## config.mk

```make
export PLATFORM = sky130hd
export DESIGN_NAME = alu_mc
export DESIGN_NICKNAME = d
export VERILOG_FILES = /design/src/rtl/alu_pkg.sv /design/src/rtl/alu_mc_cla_addsub.sv /design/src/rtl/alu_mc.sv
export SDC_FILE = /design/constraint.sdc
export NUM_CORES = 1
export LEC_CHECK = 0
export CAP_MARGIN = 20
export CORE_ASPECT_RATIO = 1.1
export CORE_MARGIN = 3
export CORE_UTILIZATION = 45
export DETAILED_ROUTE_END_ITERATION = 16
export PLACE_DENSITY = 0.78
export SLEW_MARGIN = 20
export SYNTH_ARGS = -nofsm -noshare
export SYNTH_HDL_FRONTEND = slang
export SYNTH_HIERARCHICAL = 1
export SYNTH_SLANG_ARGS = --single-unit
```

## constraint.sdc

```tcl
create_clock -name clk -period 2.2 [get_ports clk]
set_input_delay 0.22 -clock clk [delete_from_list [all_inputs] [get_ports clk]]
set_output_delay 0.22 -clock clk [all_outputs]
set_load 0.01 [all_outputs]
```

## src/rtl/alu_pkg.sv

```systemverilog
// Shared types for the multi-cycle ALU: opcodes, FSM states, flag bit positions.
package alu_pkg;

  typedef enum logic [2:0] {
    OP_ADD  = 3'b000,
    OP_SUB  = 3'b001,
    OP_NAND = 3'b010,
    OP_XOR  = 3'b011,
    OP_SLL  = 3'b100,
    OP_SRA  = 3'b101,
    OP_ROR  = 3'b110,
    OP_ILL  = 3'b111
  } op_t;

  typedef enum logic [1:0] {
    ST_IDLE  = 2'd0,
    ST_SHIFT = 2'd1,
    ST_DONE  = 2'd2
  } state_t;

  localparam int FLG_N = 2;
  localparam int FLG_Z = 1;
  localparam int FLG_V = 0;

endpackage

```

## src/rtl/alu_mc_cla_addsub.sv

```systemverilog
// Parallel-prefix (Kogge-Stone) carry-lookahead adder/subtractor with signed overflow.
module cla_addsub #(
  parameter int WIDTH = 16
) (
  input  logic [WIDTH-1:0] a,
  input  logic [WIDTH-1:0] b,
  input  logic             sub,
  output logic [WIDTH-1:0] sum,
  output logic             ovfl
);
  localparam int LV = $clog2(WIDTH);

  logic [WIDTH-1:0] bx, p0, g, p, carry;

  assign bx = b ^ {WIDTH{sub}};
  assign p0 = a ^ bx;

  // Carry-in is folded into bit 0's generate so the prefix tree yields full carries.
  always_comb begin
    g = (a & bx) | {{(WIDTH-1){1'b0}}, p0[0] & sub};
    p = p0;
    for (int l = 0; l < LV; l++) begin
      g = g | (p & (g << (1 << l)));
      p = p & ((p << (1 << l)) | ~({WIDTH{1'b1}} << (1 << l)));
    end
  end

  assign carry = {g[WIDTH-2:0], sub};
  assign sum   = p0 ^ carry;
  assign ovfl  = g[WIDTH-1] ^ carry[WIDTH-1];

endmodule

```

## src/rtl/alu_mc.sv

```systemverilog
// Multi-cycle ALU: single-cycle arithmetic/logic, bit-serial shifts, valid/ready handshake.
module alu_mc
  import alu_pkg::*;
#(
  parameter int WIDTH = 16,
  parameter bit SAT   = 1'b1
) (
  input  logic             clk,
  input  logic             rst_n,
  input  logic             in_valid,
  output logic             in_ready,
  input  logic [2:0]       op,
  input  logic [WIDTH-1:0] a,
  input  logic [WIDTH-1:0] b,
  output logic             out_valid,
  input  logic             out_ready,
  output logic [WIDTH-1:0] result,
  output logic [2:0]       flags,
  output logic             err
);
  localparam int SHW = $clog2(WIDTH);

  state_t           state_q, state_d;
  op_t              sop_q, sop_d, opc;
  logic [WIDTH-1:0] result_q, result_d, work_q, work_d;
  logic [2:0]       flags_q, flags_d;
  logic             err_q, err_d;
  logic [SHW-1:0]   cnt_q, cnt_d, amt;
  logic [WIDTH-1:0] sum, arith, imm, shifted;
  logic             ovfl, is_shift;

  assign opc      = op_t'(op);
  assign amt      = b[SHW-1:0];
  assign is_shift = (opc == OP_SLL) || (opc == OP_SRA) || (opc == OP_ROR);

  cla_addsub #(.WIDTH(WIDTH)) u_cla (
    .a    (a),
    .b    (b),
    .sub  (opc == OP_SUB),
    .sum  (sum),
    .ovfl (ovfl)
  );

  // Wrapped sum's MSB is inverted on overflow, so it tells the overflow direction.
  assign arith = (SAT && ovfl) ? (sum[WIDTH-1] ? {1'b0, {(WIDTH-1){1'b1}}}
                                               : {1'b1, {(WIDTH-1){1'b0}}})
                               : sum;

  always_comb begin
    unique case (opc)
      OP_NAND: imm = ~(a & b);
      OP_XOR:  imm = a ^ b;
      default: imm = a;
    endcase
  end

  always_comb begin
    unique case (sop_q)
      OP_SLL:  shifted = {work_q[WIDTH-2:0], 1'b0};
      OP_SRA:  shifted = {work_q[WIDTH-1], work_q[WIDTH-1:1]};
      default: shifted = {work_q[0], work_q[WIDTH-1:1]};
    endcase
  end

  always_comb begin
    state_d  = state_q;
    result_d = result_q;
    flags_d  = flags_q;
    err_d    = err_q;
    work_d   = work_q;
    cnt_d    = cnt_q;
    sop_d    = sop_q;
    unique case (state_q)
      ST_IDLE: if (in_valid) begin
        state_d = ST_DONE;
        err_d   = 1'b0;
        if (opc == OP_ADD || opc == OP_SUB) begin
          result_d       = arith;
          flags_d[FLG_N] = arith[WIDTH-1];
          flags_d[FLG_Z] = (arith == '0);
          flags_d[FLG_V] = ovfl;
        end else if (opc == OP_ILL) begin
          result_d = '0;
          err_d    = 1'b1;
        end else if (is_shift && amt != '0) begin
          work_d  = a;
          cnt_d   = amt;
          sop_d   = opc;
          state_d = ST_SHIFT;
        end else begin
          result_d       = imm;
          flags_d[FLG_Z] = (imm == '0);
        end
      end
      ST_SHIFT: begin
        work_d = shifted;
        cnt_d  = cnt_q - 1'b1;
        if (cnt_q == SHW'(1)) begin
          result_d       = shifted;
          flags_d[FLG_Z] = (shifted == '0);
          state_d        = ST_DONE;
        end
      end
      ST_DONE: if (out_ready) state_d = ST_IDLE;
      default: state_d = ST_IDLE;
    endcase
  end

  always_ff @(posedge clk or negedge rst_n) begin
    if (!rst_n) begin
      state_q  <= ST_IDLE;
      result_q <= '0;
      flags_q  <= '0;
      err_q    <= 1'b0;
      work_q   <= '0;
      cnt_q    <= '0;
      sop_q    <= OP_SLL;
    end else begin
      state_q  <= state_d;
      result_q <= result_d;
      flags_q  <= flags_d;
      err_q    <= err_d;
      work_q   <= work_d;
      cnt_q    <= cnt_d;
      sop_q    <= sop_d;
    end
  end

  assign in_ready  = (state_q == ST_IDLE);
  assign out_valid = (state_q == ST_DONE);
  assign result    = result_q;
  assign flags     = flags_q;
  assign err       = err_q;

endmodule

```

==> impl_metrics.py, run 1 <==
metrics = {
    "outcome": {
        "status": "finished with violations",
        "violations": "setup timing",
    },
    "global_routing": {
        "grt_pass1_wl_mm": 23.6,
        "grt_max_degree": 36,
        "grt_pass1_vias": 4813,
        "antenna_found_initial": 0,
        "overflow": 0,
        "grt_usage_pct": 27.7,
    },
    "timing": {
        "hold_viol_final": 0,
        "tightest_slew_ps": 951,
        "finalCritPeriodShare_pct": 146,
        "setup_viol": 19,
        "fin_setup_tns_ps": -17560,
        "rsz0062_at_grt": "true",
        "fin_ws_ps": -1020,
        "fin_skew_ps": 6.58,
        "max_freq_mhz": 311,
        "relSlewSlack_pct": 36.4,
        "min_period_ps": 3220,
        "maxSlewViolCount": 0,
    },
    "critical_path": {
        "arrival_ps": 3430,
        "critical_path_class": "input pin to flip-flop",
        "worstSetupStartpointType": "input pin",
        "cp-end-kind": "flip-flop",
        "ff2ff_setup_slack_ps": 180,
        "cp.required_ps": 2410,
        "crit_fanout": 6,
    },
    "power": {
        "cellLeakagePower_nw": 2.78,
        "clockPowerShare_pct": 10.4,
        "p_per_area_mw_per_mm2": 965,
        "peakVddDrop_v": 0.000420,
        "switchingPower_mw": 2.55,
        "internal_power_mw": 3.43,
        "power_frac_comb_pct": 63.0,
        "p_sw_share_pct": 42.7,
        "seqPwrFrac_pct": 26.6,
    },
    "placement": {
        "place_hpwl_mm": 10.8,
        "place_ws_ps": -1850,
        "finalWeightedCongestion": 0.981,
        "io_buffers": 60,
    },
    "floorplanning": {
        "core_mm2": 0.00901,
        "boundaryPins": 61,
        "rows": 36,
        "design.die.area_mm2": 0.0106,
        "die_y_um": 108,
        "initial_core_util_pct": 46.8,
        "dieWidth_um": 98.3,
    },
    "clock_network": {
        "clk_latency_ps": 300,
        "cts_root_buffer": "clkbuf_8",
        "clk_pin_slew_ps": 90,
        "cts_tree": "built",
        "cts_buffer_depth": 2,
        "cts_buffers": 5,
        "cts_max_level": 2,
        "cts.sinks": 45,
    },
    "final_layout": {
        "final_cell_mix": "buf_4 (113), clkdlybuf4s50_1 (53), nand2_1 (46), a21oi_1 (46), dfrtp_1 (44)",
        "layout_commonest_cell": "buf_4",
        "drive_gt1_share_pct": 31.1,
        "nets": 732,
        "utilization_pct": 68.8,
        "num_antenna_cells": 0,
        "areaGrowthSynthToFinish_pct": 47.1,
    },
    "logic_synthesis": {
        "netlist_instances": 499,
        "syn_nets": 572,
        "synth-edff-count": 0,
        "async_flop_share_pct": 100,
        "yosysUniqueCellTypes": 54,
        "ys_warn_count": 6,
        "yosys_register_bits": 45,
        "synth-seq-area-share_pct": 26.7,
        "syn_avg_cell_area_um2": 8.45,
        "ys_dominant_reg_cell": "dfrtp_1",
        "netlist_area_mm2": 0.00422,
    },
    "drt": {
        "drt_first_pass_iters": 5,
        "first_iter_violations": 605,
        "wire_per_inst_um": 19.4,
        "drc": 0,
        "final_antenna_net_count": 0,
        "vias": 4723,
        "viasPerCell": 6.10,
        "totalWireLength_mm": 15.0,
    },
    "run": {
        "drv_cap": 0,
    },
    "min_path": {
        "min_path_type": "input pin to asynchronous set/reset pin",
    },
}
## through the flow
step	hold WS (ps)	cell area, um2	instances	power, mW
after CTS	318	6080	772	5.84
after floorplan	-75.6	4320	499	3.48
final	334	6200	774	5.98
after global placement	100	5700	750	4.77
after detailed placement	102	5700	750	4.90
after global routing	349	6200	774	6.36
## what timing repair did
| action | in CTS | in global routing |
|---|---|---|
| cloned | 4 | 1 |
| setup buffers | 10 | 6 |
| resized for setup | 44 | 28 |
| pin swaps | 27 | 21 |
| setup endpoints to repair | 19 | 19 |
| hold endpoints to repair | 10 | 0 |
| hold buffers | 1 | 0 |
## kinds of logic (layout without fill, tap and decap cells)
kind of cell,count (synthesis),count (layout),share of synthesized area (%)
AOI/OAI and AO/OA,168,168,27.0
xor gates and xnor gates,31,31,6.44
adders and majority gates,34,34,10.3
buffers and inverters,52,211,5.64
DFF,45,45,26.7
muxes,31,31,7.69
and+or+nand+nor,138,140,16.2
## critical path, cell delays in order
cell,delay (ps)
buf_8,110
nor2_4,150
and2_4,240
xor2_1,90
ha_1,330
a21o_1,140
a31o_4,110
a21oi_2,60
o41a_1,380
o31a_1,300
buf_4,170
xnor2_4,340
nand2_2,200
a21oi_1,170
a211oi_1,70
buf_4,190
o31ai_2,160
## metal layers
metal  routed length (um)  GRT usage, %
met1                 5900          33.6
met2                 7270          47.8
met3                 1150          4.34
met4                  703          13.0
met5                    0             0
## layout make-up
cell class / instances / area [um2]
tap: 114 / 143
inverter: 21 / 78.8
clock buffer: 6 / 72.6
fill: 676 / 2810
multi-input combinational: 404 / 3130
sequential: 45 / 1130
timing repair buffer: 182 / 1620
clock inverter: 2 / 35.0
## state kept, by name, summed over array words and instances, names as in the netlist
register and count:
state_q 2, sop_q 3, err 1, flags 3, work_q 16, result 16
cnt_q 4
## final timing paths
path,from,cells after the start,to
hold / removal,rst_n,2,state_q[1]$_DFFE_PN0P_
setup reg to reg,sop_q[2]$_DFFE_PN1P_,4,result[14]$_DFFE_PN0P_
hold reg to reg,result[5]$_DFFE_PN0P_,2,result[5]$_DFFE_PN0P_
setup / recovery,op[1],17,result[8]$_DFFE_PN0P_
max in group asynchronous,rst_n,3,sop_q[2]$_DFFE_PN1P_
min in group clk,op[1],3,sop_q[1]$_DFFE_PN0P_
## power groups by stage
| stage | logic (mW) | clock network, mW | registers (mW) |
|---|---|---|---|
| finish | 3.77 | 0.620 | 1.59 |
| global route | 4.05 | 0.668 | 1.64 |
| CTS | 3.64 | 0.627 | 1.58 |
| detailed placement | 3.32 | 0 | 1.58 |
| global placement | 3.21 | 0 | 1.57 |
| floorplan | 1.92 | 0 | 1.56 |
## synthesized netlist by cell type, drive strengths merged (13+ instances only)
cell / number / share of area (%)
nor2: 25 / 2.2
ha: 33 / 9.8
xor2: 22 / 4.6
a21oi: 56 / 7.0
inv: 21 / 1.9
and2: 14 / 2.1
mux2i: 23 / 5.5
a221oi: 13 / 2.7
nand2: 48 / 4.3
a211oi: 16 / 2.8
o31ai: 18 / 4.7
clkbuf: 23 / 2.0
o21ai: 37 / 4.4
dfrtp: 44 / 26
Note: power is estimated with default switching activity, not from simulation.
==> run 2, diff against run 1 <==
==> constraint.sdc (replaced) <==
create_clock -name clk -period 4.15 [get_ports clk]
set_input_delay 0.415 -clock clk [delete_from_list [all_inputs] [get_ports clk]]
set_output_delay 0.415 -clock clk [all_outputs]
set_load 0.01 [all_outputs]
==> impl_metrics.py, run 2 (same netlist as run 1, synthesis figures left out) <==
metrics = {
    "outcome": {
        "status": "finished, final reports clean",
    },
    "timing": {
        "max_freq_mhz": 257,
        "rsz0062_at_grt": "false",
        "fin_ws_ps": 260,
        "fin_skew_ps": 10.7,
        "min_period_ps": 3890,
        "maxSlewViolCount": 0,
        "finalCritPeriodShare_pct": 93.7,
        "tightest_slew_ps": 1120,
        "hold_viol_final": 0,
        "whs_ps": 103,
        "setup_viol": 0,
        "relSlewSlack_pct": 25.3,
    },
    "critical_path": {
        "crit_chain": "clkdlybuf4s50_1, and2_4, xor2_1, ha_1, a21o_1, a31o_4, a21oi_1, o41a_1, o31a_1, buf_4, xnor2_1, buf_4, nor4_1, a31oi_1, o31ai_1, mux2i_1, a21oi_2",
        "critPathLaunch": "op[0]",
        "critical_path_class": "input pin to flip-flop",
        "cp.required_ps": 4380,
        "arrival_ps": 4120,
        "worstSetupStartpointType": "input pin",
        "critPathSlowestCell": "clkdlybuf4s50_1",
        "cp-end-kind": "flip-flop",
        "rr_startpoint": "sop_q[2]$_DFFE_PN1P_",
        "cpMostUsedCell": "buf_4",
        "crit_fanout": 5,
        "crit_path_max_incr_delay_ps": 530,
        "reg2reg_depth": 4,
    },
    "final_layout": {
        "final_cell_mix": "clkdlybuf4s50_1 (58), a21oi_1 (54), buf_4 (52)",
        "num_antenna_cells": 0,
        "nets": 660,
        "areaGrowthSynthToFinish_pct": 26.6,
        "drive_gt1_share_pct": 16.5,
        "stdcell_count": 702,
        "layout_commonest_cell": "clkdlybuf4s50_1",
    },
    "power": {
        "p_per_area_mw_per_mm2": 533,
        "total_power_mw": 2.84,
        "cellLeakagePower_nw": 2.34,
        "seqPwrFrac_pct": 29.2,
        "p_sw_share_pct": 42.4,
        "peakVddDrop_v": 0.000212,
        "power_frac_comb_pct": 59.0,
        "switchingPower_mw": 1.21,
        "internal_power_mw": 1.64,
        "clockPowerShare_pct": 11.8,
    },
    "drt": {
        "met1_length_mm": 5.48,
        "first_iter_violations": 306,
        "met2_length_mm": 6.04,
        "totalWireLength_mm": 12.5,
        "final_antenna_net_count": 0,
        "vias": 4142,
        "highest_layer": "met4",
        "wire_per_inst_um": 17.9,
        "drt_first_pass_iters": 5,
        "wl_met3_um": 771,
        "drc": 0,
        "viasPerCell": 5.90,
    },
    "clock_network": {
        "cts.sinks": 45,
        "cts_hold_buf": 0,
        "clk_pin_slew_ps": 80,
        "cts_buffers": 5,
        "cts_tree": "built",
        "clk_latency_ps": 300,
        "cts_root_buffer": "clkbuf_8",
        "cts_buffer_depth": 2,
        "cts_max_level": 2,
    },
    "floorplanning": {
        "rows": 36,
        "design.die.area_mm2": 0.0106,
        "dieWidth_um": 98.3,
        "initial_core_util_pct": 46.8,
        "boundaryPins": 61,
        "core_mm2": 0.00901,
        "die_y_um": 108,
    },
    "placement": {
        "place_hpwl_mm": 9.93,
        "place_ws_ps": -411,
        "finalWeightedCongestion": 0.966,
        "dp_cells": 693,
        "io_buffers": 60,
    },
    "global_routing": {
        "grt_pass1_vias": 4121,
        "antenna_found_initial": 0,
        "overflow": 0,
        "grt_max_degree": 46,
        "grt_usage_pct": 23.7,
        "grt_pass1_wl_mm": 20.5,
    },
    "min_path": {
        "min_path_type": "input pin to asynchronous set/reset pin",
    },
    "run": {
        "drv_cap": 0,
    },
}
[run 2: what timing repair did]
item,in CTS,in global routing
gates resized for setup,1,7
pin swaps,0,1
buffers inserted,0,0
cloned,0,1
setup endpoints to repair,6,15
[run 2: stage by stage]
stage	setup TNS [ps]	util (%)	area (um2)
final	0	59.2	5340
after global routing	0	59.2	5340
after CTS	0	58.8	5300
after detailed placement	-5110	57.6	5190
after global placement	-3470	57.6	5190
after floorplan	0	-	4220
[run 2: critical path, delay by kind of cell]
| kind | cells | cell delay [ps] |
|---|---|---|
| AND/OR/NAND/NOR | 2 | 550 |
| XOR/XNOR | 2 | 290 |
| buffers and inverters | 3 | 830 |
| adder cells (fa/ha/maj) | 1 | 330 |
| multiplexers | 1 | 120 |
| AO/OA/AOI/OAI | 8 | 1580 |
[run 2: area by class of cell]
type | count | area (um2)
inverters | 21 | 78.8
flip-flops and latches | 45 | 1130
repair buffers | 111 | 983
well taps | 114 | 143
clock buffers | 6 | 72.6
fillers | 815 | 3670
clock inverters | 2 | 35.0
multi-input cells | 403 | 2900
[run 2: path summary, 6_finish.rpt]
path	endpoint	slack, ps
min in group clk	result[6]$_DFFE_PN0P_	490
max in group asynchronous	work_q[3]$_DFFE_PN0P_	3640
min	cnt_q[3]$_DFFE_PN0P_	100
min reg2reg	result[6]$_DFFE_PN0P_	490
max reg2reg	result[14]$_DFFE_PN0P_	2050
max	flags[1]$_DFFE_PN0P_	260
[run 2: power by group through the flow]
stage	Sequential, mW	Combinational (mW)	Clock [mW]
finish	0.830	1.68	0.335
global route	0.861	1.84	0.353
CTS	0.828	1.66	0.337
detailed placement	0.833	1.65	0
global placement	0.821	1.61	0
floorplan	0.825	0.995	0
[run 2: metal layers]
metal | vias to the layer above | global-route usage, %
met5 | - | 0
met4 | 0 | 6.93
met3 | 22 | 2.85
met2 | 172 | 39.5
met1 | 1942 | 32.3
li1 | 2006 | -
